`src/rtl/dma_channel_arbiter_if.sv`:
```
// Engine-side handshake of the DMA channel arbiter: offer (valid/channel/one-hot),
// accept (dma_ready_i), completion (trans_done_i) and busy status.
interface dma_channel_arbiter_if #(
   parameter int CHANNELS_AMOUNT = 4,
   parameter int CHAN_W          = (CHANNELS_AMOUNT > 1) ? $clog2(CHANNELS_AMOUNT) : 1
);
   logic                       arb_req_valid_o;
   logic [CHAN_W-1:0]          arb_req_channel_o;
   logic                       dma_ready_i;
   logic                       trans_done_i;
   logic                       busy_o;
   logic [CHANNELS_AMOUNT-1:0] grant_onehot_o;

   modport master (
      output arb_req_valid_o, arb_req_channel_o, busy_o, grant_onehot_o,
      input  dma_ready_i, trans_done_i
   );

   modport slave (
      input  arb_req_valid_o, arb_req_channel_o, busy_o, grant_onehot_o,
      output dma_ready_i, trans_done_i
   );
endinterface

```
`src/rtl/dma_channel_arbiter.sv`:
```
// Priority + round-robin channel arbiter for one shared DMA engine; offer valid one cycle after an
// eligible request is sampled, held stable until dma_ready_i, grant held until trans_done_i, then a one-cycle ack.
module dma_channel_arbiter #(
   parameter int  CHANNELS_AMOUNT = 4,
   parameter int  PRIO_W          = 2,
   localparam int CHAN_W          = (CHANNELS_AMOUNT > 1) ? $clog2(CHANNELS_AMOUNT) : 1
) (
   input  logic                              clk_i,
   input  logic                              rst_i,
   input  logic [CHANNELS_AMOUNT-1:0]        channel_req_i,
   input  logic [CHANNELS_AMOUNT-1:0]        channel_en_i,
   input  logic [CHANNELS_AMOUNT*PRIO_W-1:0] channel_prio_i,
   output logic [CHANNELS_AMOUNT-1:0]        channel_ack_o,
   dma_channel_arbiter_if.master             eng
);

   typedef enum logic [1:0] {IDLE, OFFER, BUSY} state_t;

   localparam logic [CHANNELS_AMOUNT-1:0] ONE_HOT0 = CHANNELS_AMOUNT'(1);

   state_t                     state;
   logic [CHANNELS_AMOUNT-1:0] rearm;
   logic [CHANNELS_AMOUNT-1:0] eligible;
   logic [CHAN_W-1:0]          last_grant;
   logic [CHAN_W-1:0]          sel_idx;
   logic [CHAN_W-1:0]          scan_w;
   logic [PRIO_W-1:0]          sel_prio;
   logic [PRIO_W-1:0]          prio_arr [CHANNELS_AMOUNT];
   logic                       sel_found;
   int                         scan_idx;

   // Scan starts just after the last accepted channel; strict '>' keeps the first
   // equal-priority hit, which is what makes ties round-robin.
   always_comb begin
      eligible  = channel_req_i & channel_en_i & rearm;
      sel_idx   = '0;
      sel_prio  = '0;
      sel_found = 1'b0;
      scan_idx  = 0;
      scan_w    = '0;
      for (int i = 0; i < CHANNELS_AMOUNT; i++) begin
         prio_arr[i] = channel_prio_i[i*PRIO_W +: PRIO_W];
      end
      for (int k = 1; k <= CHANNELS_AMOUNT; k++) begin
         scan_idx = int'(last_grant) + k;
         if (scan_idx >= CHANNELS_AMOUNT) begin
            scan_idx = scan_idx - CHANNELS_AMOUNT;
         end
         scan_w = CHAN_W'(scan_idx);
         if (eligible[scan_w] && (!sel_found || (prio_arr[scan_w] > sel_prio))) begin
            sel_found = 1'b1;
            sel_prio  = prio_arr[scan_w];
            sel_idx   = scan_w;
         end
      end
   end

   always_ff @(posedge clk_i) begin
      if (!rst_i) begin
         state                 <= IDLE;
         eng.arb_req_valid_o   <= 1'b0;
         eng.arb_req_channel_o <= '0;
         eng.busy_o            <= 1'b0;
         eng.grant_onehot_o    <= '0;
         channel_ack_o         <= '0;
         last_grant            <= CHAN_W'(CHANNELS_AMOUNT - 1);
         rearm                 <= '1;
      end else begin
         channel_ack_o <= '0;
         rearm         <= rearm | ~channel_req_i;
         case (state)
            IDLE: begin
               if (sel_found) begin
                  eng.arb_req_channel_o <= sel_idx;
                  eng.grant_onehot_o    <= ONE_HOT0 << sel_idx;
                  eng.arb_req_valid_o   <= 1'b1;
                  state                 <= OFFER;
               end
            end
            OFFER: begin
               if (eng.dma_ready_i) begin
                  eng.arb_req_valid_o <= 1'b0;
                  eng.busy_o          <= 1'b1;
                  last_grant          <= eng.arb_req_channel_o;
                  state               <= BUSY;
               end else if (!(channel_req_i[eng.arb_req_channel_o] &&
                              channel_en_i[eng.arb_req_channel_o])) begin
                  eng.arb_req_valid_o <= 1'b0;
                  eng.grant_onehot_o  <= '0;
                  state               <= IDLE;
               end
            end
            BUSY: begin
               // Rearm is cleared even when the ack is suppressed, so a disabled
               // channel still has to drop its request before it can win again.
               if (eng.trans_done_i) begin
                  eng.busy_o                       <= 1'b0;
                  eng.grant_onehot_o               <= '0;
                  rearm[eng.arb_req_channel_o]     <= 1'b0;
                  if (channel_en_i[eng.arb_req_channel_o]) begin
                     channel_ack_o <= ONE_HOT0 << eng.arb_req_channel_o;
                  end
                  state <= IDLE;
               end
            end
            default: state <= IDLE;
         endcase
      end
   end

endmodule

```
`src/flat_wrapper.sv`:
```
// flat-port wrapper written by rule: the top's interface ports become plain ports
module dma_channel_arbiter_flat 
#(
   parameter int  CHANNELS_AMOUNT = 4,
   parameter int  PRIO_W          = 2,
   localparam int CHAN_W          = (CHANNELS_AMOUNT > 1) ? $clog2(CHANNELS_AMOUNT) : 1
)
  (clk_i, rst_i, channel_req_i, channel_en_i, channel_prio_i, channel_ack_o, eng_arb_req_valid_o, eng_arb_req_channel_o, eng_busy_o, eng_grant_onehot_o, eng_dma_ready_i, eng_trans_done_i);
  dma_channel_arbiter_if #(.CHANNELS_AMOUNT(CHANNELS_AMOUNT)) eng_i ();
  input  logic clk_i;
  input  logic rst_i;
  input  logic [CHANNELS_AMOUNT-1:0] channel_req_i;
  input  logic [CHANNELS_AMOUNT-1:0] channel_en_i;
  input  logic [CHANNELS_AMOUNT*PRIO_W-1:0] channel_prio_i;
  output logic [CHANNELS_AMOUNT-1:0] channel_ack_o;
  output wire logic [$bits(eng_i.arb_req_valid_o)-1:0] eng_arb_req_valid_o;
  output wire logic [$bits(eng_i.arb_req_channel_o)-1:0] eng_arb_req_channel_o;
  output wire logic [$bits(eng_i.busy_o)-1:0] eng_busy_o;
  output wire logic [$bits(eng_i.grant_onehot_o)-1:0] eng_grant_onehot_o;
  input wire logic [$bits(eng_i.dma_ready_i)-1:0] eng_dma_ready_i;
  input wire logic [$bits(eng_i.trans_done_i)-1:0] eng_trans_done_i;
  assign eng_arb_req_valid_o = eng_i.arb_req_valid_o;
  assign eng_arb_req_channel_o = eng_i.arb_req_channel_o;
  assign eng_busy_o = eng_i.busy_o;
  assign eng_grant_onehot_o = eng_i.grant_onehot_o;
  assign eng_i.dma_ready_i = eng_dma_ready_i;
  assign eng_i.trans_done_i = eng_trans_done_i;
  dma_channel_arbiter #(.CHANNELS_AMOUNT(CHANNELS_AMOUNT), .PRIO_W(PRIO_W)) u_core (.clk_i(clk_i), .rst_i(rst_i), .channel_req_i(channel_req_i), .channel_en_i(channel_en_i), .channel_prio_i(channel_prio_i), .channel_ack_o(channel_ack_o), .eng(eng_i));
endmodule
```
`config.mk`:
```
export PLATFORM = sky130hd
export DESIGN_NAME = dma_channel_arbiter_flat
export DESIGN_NICKNAME = d
export VERILOG_FILES = /design/src/rtl/dma_channel_arbiter_if.sv /design/src/rtl/dma_channel_arbiter.sv /design/src/flat_wrapper.sv
export SDC_FILE = /design/constraint.sdc
export NUM_CORES = 1
export LEC_CHECK = 0
export CORE_MARGIN = 4
export CORE_UTILIZATION = 56
export CTS_CLUSTER_DIAMETER = 120
export DETAILED_ROUTE_END_ITERATION = 16
export GPL_TIMING_DRIVEN = 0
export PLACE_DENSITY = 0.85
export SLEW_MARGIN = 15
export SYNTH_ARGS = -nofsm -noshare
export SYNTH_HDL_FRONTEND = slang
export SYNTH_SLANG_ARGS = --single-unit
```
`constraint.sdc`:
```
create_clock -name clk_i -period 9.99 [get_ports clk_i]
set_input_delay 2.4975 -clock clk_i [delete_from_list [all_inputs] [get_ports clk_i]]
set_output_delay 2.4975 -clock clk_i [all_outputs]
set_load 0.05 [all_outputs]
```
==> metrics.txt <==
most common library cell in the layout ignoring fill and taps sky130_fd_sc_hd__clkdlybuf4s50_1; number of buffers inserted during clock tree synthesis 3; drt via density 6.355; run status finished clean; number of optimization iterations in the first detailed-route pass 5; count of mapped cells out of synthesis around 220; number of global-route vias before repair about 1.7k; final standard cell utilization of the core 0.7386; Warnings, synthesis 0; cell area power density about 160 nW/um^2; number of DRC violations after detailed-routing iteration 0 230; GPL Wtd Cong 0.9175; cells along the critical path clkdlybuf4s50_1, and3_1, a21oi_1, mux2i_1, and3_1, inv_1, ha_1, nor2b_1, o21ai_0, a211oi_1, o22ai_2, mux2i_1, ha_1, nor2b_1, o21ai_0, a21oi_2, o21a_1, ha_1, nor2b_1, o21ai_0, a21oi_1, o21bai_1, a22oi_1, a41o_1; pre-CTS WS 1667 ps; maximum number of pins on one net before global-route repair 13; final routed DRC violation total 0; share of synthesized area occupied by flip-flops and latches 0.2372; core outline area 2829 sq um; global router's overall resource usage 0.2252; summed instance area of the synthesized netlist 1688 sq um; H-Tree Level Count 1; worst reg2reg path depth 23; worst-case headroom to the max-slew limit 0.6123; final routed wirelength across all metal layers 4311 um; maximum clock insertion buffer count 2; CTS tree built; Root Driver sky130_fd_sc_hd__clkbuf_4; startpoint of the lowest-slack hold path u_core.eng.busy_o$_SDFFE_PN0P_; PnR worst setup slack 1842 ps; Worst-Skew Late Latency between 300 and 400 ps; Critical Path Max Stage Delay 550 ps; initial core utilization 0.5966; die span in y 62.90 um; worst hold stages 2; max-slew violation count 0; # resized after CTS 0; CTS sink count 20; die area 3956 sq um; area share of the largest cell type after synthesis 0.2372; # Post-CTS Setup Buffers 0; cell taking the most area after synthesis sky130_fd_sc_hd__dfxtp_1; IO Count 32; Wirelength per Cell around 15 um; clock-pin slew on the worst setup and hold paths roughly 130 ps; f_max 122.7 MHz; category of the worst setup path capture point flip-flop; sequential standard cell area 400.4 sq um; shortest period the worst path allows a little over 8000 ps; Peak VDD IR between 0.1 and 0.15 mV; worst setup skew after layout 18.41 ps; DP HPWL 3341 um; ratio of cells with drive above 1 in the final layout 0.09960; ANT nets after route 0; final hold slack 486.2 ps; layout net count 282; max cap viols 0; top cells by area in the synthesized netlist sky130_fd_sc_hd__dfxtp_1 24%, sky130_fd_sc_hd__ha_1 7.4%, sky130_fd_sc_hd__mux2i_1 5.3%; multi-input logic area 1179 sq um; kind of critical path in2reg; Antenna Diode Count 0; die span in x around 63 um; Fin. Hold Viols 0; Setup TNS Final 0 ps; Final Power about 0.33 mW; critical path startpoint channel_req_i[0]; post-synthesis area per instance 7.814 sq um; register bit total from synthesis 20; worst-margin pin slew 576.2 ps; worst endpoint required time 10260 ps; global-route wire length before repair between 7000 and 8000 um; antenna violations before repair 0; arrival time of the worst setup path about 8400 ps; total via count after detailed routing 1792; unrepaired setup endpoints after global routing false; number of unique standard cell types used by synthesis 55; Setup-failing EPs final 0; LEAKAGE 0.8792 nW; count of flip-flops with a built-in enable after synthesis 0; synthesis-to-finish area growth 23.80%; total gr overflow 0; FP Rows 19; startpoint type of the worst setup path input pin; main flop type after synthesis sky130_fd_sc_hd__dfxtp_1; number of buffer cells added on primary ports 31; R2R setup slack between 3000 and 4000 ps; commonest cells after routing, fill and taps aside 31 x sky130_fd_sc_hd__clkdlybuf4s50_1, 23 x sky130_fd_sc_hd__nand2_1, 20 x sky130_fd_sc_hd__dfxtp_1, 18 x sky130_fd_sc_hd__nor2_1, 15 x sky130_fd_sc_hd__a21oi_1; post-synthesis async set-or-reset flop share 0; final cycle utilization of the critical path 0.8156; reg2reg start u_core.last_grant[1]$_SDFFE_PN1P_; fill cell total of the finished layout roughly 220; post-synth net total between 200 and 250; Hold WC Path Type reg2reg; biggest fanout along the worst timing path 6; Hold Buf Count CTS 0; critical-path cell with the highest stage delay sky130_fd_sc_hd__clkdlybuf4s50_1
## per-layer routing
layer,share of wire,routed length (um),track usage,vias up
li1,-,-,-,878
met1,0.45,1927,0.3168,834
met2,0.48,2058,0.3544,76
met3,0.071,304,0.03597,4
met4,0.0049,21,0.06061,0
met5,0,0,0,-
## cells by family after synthesis
family                     share of synthesized area
AOI/OAI and AO/OA                             0.2654
adders and majority gates                    0.07413
buffers and inverters                        0.06448
DFF                                           0.2372
muxes                                         0.1134
and+or+nand+nor                               0.2454
## worst max-delay path: cells and delay by family
family	cells	cell delay [ps]
simple gates	5	930
mux	2	630
fa+ha+maj	3	850
compound gates	12	2910
buf+inv	2	600
## synth_stat cells (all sizes together), types with 3 or more instances
| master | n |
|---|---|
| o211ai | 4 |
| nand2b | 3 |
| mux2 | 3 |
| o21ai | 13 |
| a211oi | 3 |
| nor2 | 18 |
| nand3 | 7 |
| nand4 | 4 |
| and3 | 7 |
| dfxtp | 20 |
| buf | 6 |
| nand2 | 23 |
| nor3 | 5 |
| clkbuf | 6 |
| a21oi | 16 |
| nor2b | 4 |
| mux2i | 9 |
| nor4 | 5 |
| ha | 10 |
| o22ai | 4 |
| inv | 13 |
| mux4 | 3 |
## where the power goes
| part | switching (mW) | internal, mW | leakage (nW) |
|---|---|---|---|
| clock | 0.0262 | 0.0406 | 0.0279 |
| sequential | 0.00503 | 0.0880 | 0.163 |
| combinational | 0.104 | 0.0684 | 0.688 |
## layout make-up
class / instances / area share
Multi-Input combinational cell: 171 / 0.5641
Sequential cell: 20 / 0.1916
Timing Repair Buffer: 31 / 0.1485
Buffer: 12 / 0.02874
Inverter: 13 / 0.02335
Tap cell: 31 / 0.01856
Clock inverter: 1 / 0.01437
Clock buffer: 3 / 0.01078
## path summary, 6_finish.rpt
kind | to
setup / recovery | u_core.eng.grant_onehot_o[0]$_SDFFE_PN0P_
setup reg to reg | u_core.eng.grant_onehot_o[0]$_SDFFE_PN0P_
hold reg to reg | u_core.eng.busy_o$_SDFFE_PN0P_
hold / removal | u_core.eng.busy_o$_SDFFE_PN0P_
## flip-flops by register name (all words and copies together), names as in the netlist
| signal | flops |
|---|---|
| u_core.channel_ack_o | 4 |
| u_core.eng.grant_onehot_o | 4 |
| u_core.rearm | 4 |
| u_core.eng.arb_req_channel_o | 2 |
| u_core.last_grant | 2 |
| u_core.state | 2 |
| u_core.eng.arb_req_valid_o | 1 |
| u_core.eng.busy_o | 1 |
## per-stage QoR
stage          std cells  instance area (sq um)
2_1_floorplan        216                   1688
3_3_place_gp         278                   2037
3_5_place_dp         278                   2037
4_1_cts              282                   2090
5_1_grt              282                   2090
6_report             282                   2090
(Power assumes the default switching activity.)
